**src/rtl/proximity_zone_detector.sv**
```systemverilog
// Proximity zone classifier: FAR / EXPECT / PET with hysteresis,
// N-sample confirmation and a stale-sample timeout.
module proximity_zone_detector #(
  parameter int DIST_W      = 20,
  parameter int NEAR_TH     = 511,
  parameter int FAR_TH      = 1279,
  parameter int HYST        = 32,
  parameter int CONFIRM     = 3,
  parameter int TIMEOUT_CYC = 10000000
) (
  input  logic              clk,
  input  logic              rst,
  input  logic [DIST_W-1:0] distance,
  input  logic              dist_valid,
  output logic [1:0]        zone,
  output logic              petting,
  output logic              expecting,
  output logic              zone_change,
  output logic              stale
);

  typedef enum logic [1:0] {
    FAR    = 2'd0,
    EXPECT = 2'd1,
    PET    = 2'd2
  } zone_t;

  localparam int CW = $clog2(CONFIRM + 1);
  localparam int TW = $clog2(TIMEOUT_CYC + 1);

  localparam logic [DIST_W:0] NEAR_LO = (DIST_W+1)'(NEAR_TH);
  localparam logic [DIST_W:0] NEAR_HI = (DIST_W+1)'(NEAR_TH + HYST);
  localparam logic [DIST_W:0] FAR_LO  = (DIST_W+1)'(FAR_TH);
  localparam logic [DIST_W:0] FAR_HI  = (DIST_W+1)'(FAR_TH + HYST);
  localparam logic [CW-1:0]   CONF_V  = CW'(CONFIRM);
  localparam logic [TW-1:0]   TMO_V   = TW'(TIMEOUT_CYC);

  zone_t           zone_q, zone_d;
  zone_t           cand_q, cand_d;
  zone_t           cls;
  logic [CW-1:0]   cnt_q, cnt_d, cnt_inc;
  logic [TW-1:0]   tcnt_q, tcnt_d;
  logic            stale_q, stale_d;
  logic            chg_q, chg_d;
  logic            accept;
  logic [DIST_W:0] d_ext;

  // Zero distance means no echo and is dropped entirely
  assign accept = dist_valid && (distance != '0);
  assign d_ext  = {1'b0, distance};

  // Candidate zone for the current sample, with hysteresis on exit
  always_comb begin
    cls = FAR;
    if (d_ext < NEAR_LO || (zone_q == PET && d_ext < NEAR_HI))
      cls = PET;
    else if (d_ext < FAR_LO || (zone_q != FAR && d_ext < FAR_HI))
      cls = EXPECT;
  end

  // Next-state: confirmation, commit and timeout handling
  always_comb begin
    zone_d  = zone_q;
    cand_d  = cand_q;
    cnt_d   = cnt_q;
    tcnt_d  = tcnt_q;
    stale_d = stale_q;
    chg_d   = 1'b0;
    cnt_inc = '0;
    if (accept) begin
      tcnt_d  = '0;
      stale_d = 1'b0;
      if (cls == zone_q) begin
        cnt_d = '0;
      end else begin
        if (cls != cand_q) begin
          cand_d  = cls;
          cnt_inc = CW'(1);
        end else begin
          cnt_inc = (cnt_q >= CONF_V) ? cnt_q : cnt_q + 1'b1;
        end
        if (cnt_inc >= CONF_V) begin
          zone_d = cls;
          cnt_d  = '0;
          chg_d  = 1'b1;
        end else begin
          cnt_d = cnt_inc;
        end
      end
    end else if (tcnt_q != TMO_V) begin
      tcnt_d = tcnt_q + 1'b1;
      if (tcnt_d == TMO_V) begin
        stale_d = 1'b1;
        zone_d  = FAR;
        cnt_d   = '0;
        chg_d   = (zone_q != FAR);
      end
    end
  end

  // State registers
  always_ff @(posedge clk or posedge rst) begin
    if (rst) begin
      zone_q  <= FAR;
      cand_q  <= FAR;
      cnt_q   <= '0;
      tcnt_q  <= '0;
      stale_q <= 1'b0;
      chg_q   <= 1'b0;
    end else begin
      zone_q  <= zone_d;
      cand_q  <= cand_d;
      cnt_q   <= cnt_d;
      tcnt_q  <= tcnt_d;
      stale_q <= stale_d;
      chg_q   <= chg_d;
    end
  end

  assign zone        = zone_q;
  assign petting     = (zone_q == PET);
  assign expecting   = (zone_q == PET) || (zone_q == EXPECT);
  assign zone_change = chg_q;
  assign stale       = stale_q;

endmodule

```
**config.mk**
```make
export PLATFORM = sky130hd
export DESIGN_NAME = proximity_zone_detector
export DESIGN_NICKNAME = d
export VERILOG_FILES = /design/src/rtl/proximity_zone_detector.sv
export SDC_FILE = /design/constraint.sdc
export NUM_CORES = 1
export LEC_CHECK = 0
export BUFFER_PORTS_ARGS = -buffer_cell sky130_fd_sc_hd__buf_2
export CAP_MARGIN = 20
export CELL_PAD_IN_SITES_DETAIL_PLACEMENT = 2
export CELL_PAD_IN_SITES_GLOBAL_PLACEMENT = 2
export CORE_MARGIN = 2
export CORE_UTILIZATION = 32
export CTS_CLUSTER_DIAMETER = 200
export DETAILED_ROUTE_END_ITERATION = 12
export GPL_TIMING_DRIVEN = 0
export MAX_ROUTING_LAYER = met4
export PLACE_DENSITY = 0.74
export SETUP_SLACK_MARGIN = 0.05
export SLEW_MARGIN = 20
export SYNTH_ARGS = -nofsm -noshare
export SYNTH_HDL_FRONTEND = slang
export SYNTH_SLANG_ARGS = --single-unit
export TNS_END_PERCENT = 20
```
**constraint.sdc**
```tcl
create_clock -name clk -period 2.2 [get_ports clk]
set_clock_uncertainty 0.15 [all_clocks]
set_input_delay 0.33 -clock clk [delete_from_list [all_inputs] [get_ports clk]]
set_output_delay 0.33 -clock clk [all_outputs]
set_load 0.05 [all_outputs]
```
## After elaboration in Yosys (flattened, before gate mapping)

Cells that the tools add are included.

- Flip-flop bits (word level): 32
- Logic and storage cells: 60

- Add/subtract/negate cells: 2
- $lt $le $gt $ge: 6
- Equality and inequality tests: 8
- Muxes and demuxes: 24
- Bitwise operators: 1
- Reductions and logical operators: 13

Operators by type and width:

| operator | count |
|---|---|
| 2-to-1 mux 24 bit | 2 |
| less-than comparator 20 x 11 -> 1 bit, second input constant | 2 |
| 2-to-1 mux 2 bit | 13 |
| adder 24 x 1 -> 24 bit, second input constant | 1 |
| == test 24 bit, second input constant | 1 |
| inequality test 24 bit, second input constant | 1 |
| less-than comparator 20 x 10 -> 1 bit, second input constant | 1 |
| less-than comparator 20 x 9 -> 1 bit, second input constant | 1 |
| nonzero test 20 bit | 1 |
| 2-to-1 mux 1 bit | 9 |
| nonzero test 2 bit | 3 |
| >= comparator 2 bit, second input constant | 2 |
| AND reduction 4 bit | 1 |
| logical AND 1 bit | 3 |
| logical OR 1 bit | 3 |
| AND reduction 3 bit | 1 |
| adder 2 x 1 -> 2 bit, second input constant | 1 |
| == test 2 x 1 -> 1 bit, second input constant | 1 |
| == test 2 bit | 1 |
| == test 2 bit, second input constant | 1 |
| inequality test 2 x 1 -> 1 bit, second input constant | 1 |
| inequality test 2 bit | 1 |
| inequality test 2 bit, second input constant | 1 |
| AND reduction 2 bit | 1 |
| inverter 1 bit | 1 |

## Logic depth before layout (Yosys ltp)

Gate-level depths: netlist (run 1).

- Word-level depth: 13
- Mapped depth: 9
- Mapped depth without buffers: 9

## Worst setup path before layout (run 1)

OpenSTA, ideal clock, no wires.

- Path kind: flip-flop to flip-flop
- From: register zone_q[0], in the netlist zone[0]
- To: register chg_q, in the netlist zone_change
- Arrival time: 2786 ps
- Slack: -875 ps
- Cell stages (with the launch flop): 9
- Path buffers: 0
- Cells stage by stage: dfrtp_1 -> inv_1 -> ha_1 -> or4b_4 -> o2111ai_4 -> nor3_2 -> a311o_1 -> and3_4 -> a2bb2oi_2

RTL lines:

| element | RTL line | text |
|---|---|---|
| from (decl) | 38 | `zone_t zone_q, zone_d;` |
| from (signal assigned) | 111 | `zone_q <= zone_d;` |
| == test 2 bit * | n/a |  |
| net petting | 16 | `output logic petting,` |
| logical AND 1 bit * | 55 | `if (d_ext < NEAR_LO \|\| (zone_q == PET && d_ext < NEAR_HI))` |
| logical OR 1 bit * | 55 |  |
| 2-to-1 mux 2 bit * | 55 |  |
| inequality test 2 bit | 76 | `if (cls != cand_q) begin` |
| 2-to-1 mux 2 bit | 76 |  |
| 2-to-1 mux 2 bit | 73 | `if (cls == zone_q) begin` |
| 2-to-1 mux 2 bit | 70 | `if (accept) begin` |
| >= comparator 2 bit | 82 | `if (cnt_inc >= CONF_V) begin` |
| 2-to-1 mux 1 bit | 82 |  |
| 2-to-1 mux 1 bit * | 73 |  |
| 2-to-1 mux 1 bit * | 70 |  |
| net chg_d | 44 | `logic chg_q, chg_d;` |
| to (signal assigned) | 116 | `chg_q <= chg_d;` |
| to (decl) | 44 |  |

The timed path passes the listed nets; every way through them passes the cells marked *. The select of a mux whose other input is x is not followed.
A chain may end at the register's enable or synchronous reset.

## Final worst setup path (run 1)

- From: register tcnt_q[0]
- To: register cnt_q[0]

- Longest elaborated chain between the ends: 4

RTL lines:

| element | RTL line | text |
|---|---|---|
| from (decl) | 42 | `logic [TW-1:0] tcnt_q, tcnt_d;` |
| from (signal assigned) | 114 | `tcnt_q <= tcnt_d;` |
| adder 24 x 1 -> 24 bit | 91 | `tcnt_d = tcnt_q + 1'b1;` |
| == test 24 bit | 92 | `if (tcnt_d == TMO_V) begin` |
| nonzero test 2 bit (no source line) | n/a |  |
| AND reduction 2 bit (no source line) * | n/a |  |
| to (signal assigned) | 113 | `cnt_q <= cnt_d;` |
| to (decl) | 41 | `logic [CW-1:0] cnt_q, cnt_d, cnt_inc;` |

Mark *: on every way between the ends. The rest lies on a longest branch, timed or not.

==> reports/qor.csv, run 1 <==
metric;value;unit
status;finished with violations;
failing checks;setup timing;
largest net degree at the start of global routing;33;
CP Class;flip-flop to flip-flop;
end of the worst register-to-register path;cnt_q[0];
Setup crit start kind;flip-flop;
FP Rows;29;
initial antenna violation count;0;
area after detailed placement;2380;sq um
Worst-Skew Late Latency;0.29;ns
CTS root buf;clkbuf_8;
Mapped Area;2120;sq um
Synth Area in Compound Gates;0.136;
CP Max Fanout;5;
Placer Congestion;0.763;
cell count after synthesis;225;
drt pass-1 iters;4;
DRC;0;
Die Area;7290;sq um
Die Span X;85.4;microns
Post-Synth XOR/XNOR Area;0.0910;
largest family of logic cells by synthesized area;simple AND/OR/NAND/NOR gates;
CTS clk-pin slew, worst paths;0.08;ns
Simple-Gate Fraction of Synth Area;0.313;
Synthesized Nets;252;
Syn. warnings;0;
WL per Instance;20.4;microns
num ports;29;
IO Port Bufs;28;
vias per cell;5.55;
fraction of the cycle the final worst path needs;1.09;
TritonCTS clock tree;built;
CTS Buffer Depth;2;
RSZ-0062 raised after global routing;yes;
number of hold buffers added after cts;0;
Max Freq;0.418;GHz
ratio of cells with drive above 1 in the final layout;0.404;
finished layout cell area;2820;sq um
grt total ovfl;0;
Die Ht;85.4;microns
initial DRC count;45;
final hold violation count;0;
worst r2r src;tcnt_q[0];
Finish-stage setup viols;7;
Avg Inst Size Synth;9.41;sq um
Worst setup EP type;flip-flop;
Static Leak;1.17;nW
Final Max Slew Viols;0;
worst relative slew slack;0.509;
vias in the first global route;2228;
max-cap viol count;0;
Worst EP arrival;2.42;ns
core footprint;6390;sq um
EDFF count, synth;0;
HPWL after DPL;4.49;mm
Nets;306;
Max VDD drop;0.000562;V
#FFs+latches synth;32;
Sum Neg Setup Slack;-0.810;ns
Clock Sink Count;32;
distinct cell type count after synthesis;60;
vias post-DR;1981;
Area Overhead vs Synth;33.2;%
Worst Path Required;2.23;ns
top-area cell type share of the netlist area;0.378;
Power per Cell Area;700;nW/um^2
Initial Utilization;0.332;
Antenna Nets Post-Route;0;
predominant post-synthesis flop cell;dfrtp_1;
Diodes inserted;0;
number of H-tree levels;2;
minimum clock period;2.39;ns
CTS Buf Count;5;
GRT Resource Usage Total;0.219;
worst reg2reg path depth;8;
HP Class;primary input to asynchronous set/reset pin;
first-pass GRT wire length;12.1;mm
Adder-Cell Fraction of Synth Area;0.0236;
Yosys top cell by area;dfrtp_1;
fraction of registers with async set/reset;1.00;
r2r setup slk;-0.19;ns
final worst setup slack;-0.195;ns
register area share after synthesis;0.378;
mux contribution to synthesized area;0.0195;
Worst-Margin Slew;0.735;ns
cells taking the most area after synthesis;dfrtp_1 38%, nor2_1 6.0%, xor2_1 5.0%, nand4_1 4.1%, xnor2_1 4.1%;
WL final;7.27;mm
fill count;694;
[layout by cell type, fill, tap and decap left out, types with 4 or more instances in the layout]
master	n
dfrtp_1	23
clkbuf_8	9
dfrtp_2	9
buf_4	18
inv_1	9
nand2_1	13
nand3_1	7
a21oi_1	4
xor2_1	12
nor2_1	33
xnor2_1	10
nand4_1	14
buf_2	28
nor3_1	7
[logic make-up after synthesis]
logic type / Yosys count
AO/OA/AOI/OAI: 32
flip-flops: 32
multiplexers: 4
adder cells (fa/ha/maj): 4
buffers and inverters: 17
XOR/XNOR: 22
AND/OR/NAND/NOR: 114
[through the flow]
step / cells / power (mW) / hold slack [ns] / setup WS [ns] / util
2_1_floorplan: 225 / 1.10 / 0.296 / -0.237 / -
3_3_place_gp: 330 / 1.21 / 0.349 / -0.758 / 0.373
3_5_place_dp: 330 / 1.23 / 0.350 / -0.831 / 0.373
4_1_cts: 356 / 1.98 / 0.0331 / -0.131 / 0.437
5_1_grt: 357 / 2.06 / 0.0667 / -0.284 / 0.442
6_report: 357 / 1.98 / 0.0111 / -0.195 / 0.442
[layer usage]
metal / share of wire / up-vias / track usage / routed length, microns
met3: 0.039 / 6 / 0.0399 / 280
met2: 0.53 / 46 / 0.382 / 3830
met1: 0.43 / 1005 / 0.265 / 3100
met5: 0 / - / - / 0
met4: 0.0081 / 0 / 0.0433 / 59
li1: - / 924 / - / -
[timing repair]
action	4_1_cts	5_1_grt
pin swaps	10	5
resized for setup	32	5
setup buffers	18	1
endpoints found under the hold margin	0	0
endpoints found under the setup margin	20	28
[flip-flops by register name (all words and copies together) (netlist names)]
| signal | cells |
|---|---|
| cand_q | 2 |
| cnt_q | 2 |
| stale | 1 |
| tcnt_q | 24 |
| zone | 2 |
| zone_change | 1 |
[worst max path at each step]
stage	start	end	slack, ns
CTS	tcnt_q[0]	cnt_q[0]	-0.13
global placement	tcnt_q[1]	cnt_q[0]	-0.76
global route	tcnt_q[0]	cnt_q[0]	-0.28
floorplan	zone[0]	zone_change	-0.24
finish	tcnt_q[0]	cnt_q[0]	-0.19
detailed placement	tcnt_q[1]	cnt_q[0]	-0.83
[cell usage after synthesis, drive strengths merged (2+ instances only)]
master,number
nor2,35
dfrtp,32
nand2,16
nand4,15
inv,12
xor2,12
nand3,11
xnor2,10
nor3,9
and3,5
nor4,5
a21oi,4
a31oi,4
clkbuf,4
ha,4
o21ai,4
o31ai,4
mux2i,3
o21a,3
and2,2
and4b,2
nand2b,2
nor4bb,2
o211ai,2
o31a,2
or2,2
or3,2
[area by class of cell]
class,count,area [sq um],area share
plain buffers,5,47.5,0.0169
clock buffers,7,96.3,0.0341
clock inverters,1,30.0,0.0106
inverters,12,50.0,0.0177
multi-input cells,176,1400,0.497
flip-flops and latches,32,812,0.288
well taps,77,96.3,0.0341
repair buffers,47,287,0.102
[power breakdown]
part           leakage [nW]  switching, mW  internal, mW
combinational         0.680          0.415         0.247
sequential            0.428         0.0454         0.627
clock                0.0645          0.241         0.400
total                  1.17          0.701          1.27
[worst max-delay path, cell delays in order, from the launching register on]
cell     delay (ns)
dfrtp_1        0.41
ha_4           0.20
nand4_1        0.11
buf_6          0.16
nor3_4         0.25
nand3_2        0.14
xor2_1         0.17
or3_4          0.41
a32o_1         0.28
No activity file was read; power rests on OpenSTA's default activity.
==> run 2: changes to the inputs <==
--- a/config.mk
+++ b/config.mk
@@ -19,3 +19,3 @@
 export SETUP_SLACK_MARGIN = 0.05
-export SLEW_MARGIN = 20
+export SLEW_MARGIN = 10
 export SYNTH_ARGS = -nofsm -noshare
--- a/constraint.sdc
+++ b/constraint.sdc
@@ -4,2 +4,2 @@
 set_output_delay 0.33 -clock clk [all_outputs]
-set_load 0.05 [all_outputs]
+set_load 0.005 [all_outputs]
==> reports/qor.csv, run 2 (synthesis gave the netlist of run 1 again) <==
metric;value;unit
Final Non-Filler Cells;354;
TritonCTS clock tree;built;
Worst Path Required;2.23;ns
Final Max Slew Viols;0;
Largest delay share family, worst path;simple AND/OR/NAND/NOR gates;
WL final;6.47;mm
grt total ovfl;0;
Die Ht;85.4;microns
Worst-Skew Late Latency;0.29;ns
initial antenna violation count;0;
status;finished with violations;
FP Rows;29;
Crit path top cell by count;nand4_1;
max-cap viol count;0;
Sum Neg Setup Slack;-1.70;ns
Nets;303;
HP Class;primary input to asynchronous set/reset pin;
vias in the first global route;2135;
Reg power frac;0.395;
area after detailed placement;2400;sq um
GRT Resource Usage Total;0.191;
CP Buf/Inv Count;0;
initial DRC count;45;
Critical-path top delay cell;dfrtp_2;
number of H-tree levels;2;
CP Class;flip-flop to flip-flop;
vias per cell;5.51;
r2r setup slk;-0.32;ns
Setup crit start kind;flip-flop;
Psw;495;uW
Placed Cells incl. Taps;330;
Worst EP arrival;2.55;ns
Switching Fraction;0.292;
Max Freq;0.398;GHz
largest net degree at the start of global routing;33;
CTS Buf Count;5;
num ports;29;
WL per Instance;18.3;microns
core footprint;6390;sq um
Initial Utilization;0.332;
first-pass GRT wire length;10.5;mm
IO Port Bufs;28;
finished layout cell area;2770;sq um
internal cell power;1.20;mW
Worst setup EP type;flip-flop;
vias post-DR;1951;
Finish-stage setup viols;7;
number of hold buffers added after cts;0;
WHS;-0.00805;ns
largest register by flop count;tcnt_q;
Combinational Power Share;0.230;
Die Area;7290;sq um
drt pass-1 iters;4;
Antenna Nets Post-Route;0;
CTS Buffer Depth;2;
most frequent cells in the layout;34 x nor2_1, 28 x buf_2, 21 x dfrtp_1;
Area Overhead vs Synth;31.0;%
CP Max Fanout;4;
clock power share;0.375;
fraction of the cycle the final worst path needs;1.14;
DRC;0;
Diodes inserted;0;
Max VDD drop;0.000294;V
CTS root buf;clkbuf_8;
Crit path largest cell delay;0.46;ns
RSZ-0062 raised after global routing;yes;
CTS clk-pin slew, worst paths;0.07;ns
final hold violation count;9;
final worst setup slack;-0.316;ns
Worst-Margin Slew;0.682;ns
commonest non-fill, non-tap cell in the layout;nor2_1;
Power per Cell Area;612;nW/um^2
Clock Sink Count;32;
ratio of cells with drive above 1 in the final layout;0.386;
crit-path cells;nor4bb_4, nand4_1, nor4_2, nand4_1, or3_4, a32o_1;
HPWL after DPL;4.32;mm
Die Span X;85.4;microns
minimum clock period;2.52;ns
max reg flops;24;
failing checks;hold timing, setup timing;
worst relative slew slack;0.545;
Static Leak;1.15;nW
Placer Congestion;0.738;
==> run 2: changes by cell type in the layout (fill, tap and decap cells not counted), moves of 2 or more <==
cell     change
buf_4        -3
dfrtp_1      -2
dfrtp_2      +2
nand3_1      +2
nand3_2      -2
==> run 2: stage by stage <==
stage | hold slack (ns) | power (mW) | setup slack, ns | util
after floorplan | 0.296 | 0.914 | 0.0105 | -
after global placement | 0.359 | 1.04 | -0.395 | 0.377
after detailed placement | 0.335 | 1.05 | -0.484 | 0.377
after CTS | 0.0318 | 1.71 | -0.199 | 0.422
after global routing | 0.0448 | 1.78 | -0.466 | 0.434
final | -0.00805 | 1.70 | -0.316 | 0.434
==> run 2: layout make-up <==
class	instances	area, sq um
Fill cell	702	3610
Multi-Input combinational cell	176	1370
Sequential cell	32	815
Timing Repair Buffer	44	273
Clock buffer	7	96.3
Tap cell	77	96.3
Inverter	12	47.5
Buffer	5	45.0
Clock inverter	1	30.0
==> run 2: worst paths after layout <==
path	cells past startpoint	startpoint	endpoint
worst max-delay path	6	tcnt_q[13]	cnt_q[0]
worst min-delay path	2	rst	cand_q[1]
worst max register to register	6	tcnt_q[13]	cnt_q[0]
worst min register to register	2	stale	stale
max in group asynchronous	2	rst	tcnt_q[9]
min in group clk	3	dist_valid	zone_change
==> run 2: power by group through the flow <==
stage / Sequential (mW) / Combinational, mW / Clock [mW]
floorplan: 0.674 / 0.240 / 0
global placement: 0.678 / 0.358 / 0
detailed placement: 0.680 / 0.371 / 0
CTS: 0.664 / 0.394 / 0.650
global route: 0.677 / 0.437 / 0.671
finish: 0.671 / 0.390 / 0.636
==> run 2: routing by layer <==
layer / GRT usage / routed length, microns / up-vias
li1: - / - / 916
met1: 0.223 / 2780 / 993
met2: 0.330 / 3350 / 29
met3: 0.0311 / 173 / 13
met4: 0.0649 / 165 / 0
met5: - / 0 / -
==> run 2: what timing repair did <==
item	in CTS	in global routing
setup buffers	10	6
pin swaps	7	8
gates resized for setup	22	7
setup endpoints to repair	18	22
==> run 2: worst register-to-register path, cell delays in order, from the launching register on <==
cell      delay (ns)
dfrtp_2         0.46
nor4bb_4        0.39
nand4_1         0.20
nor4_2          0.31
nand4_1         0.18
or3_4           0.46
a32o_1          0.27
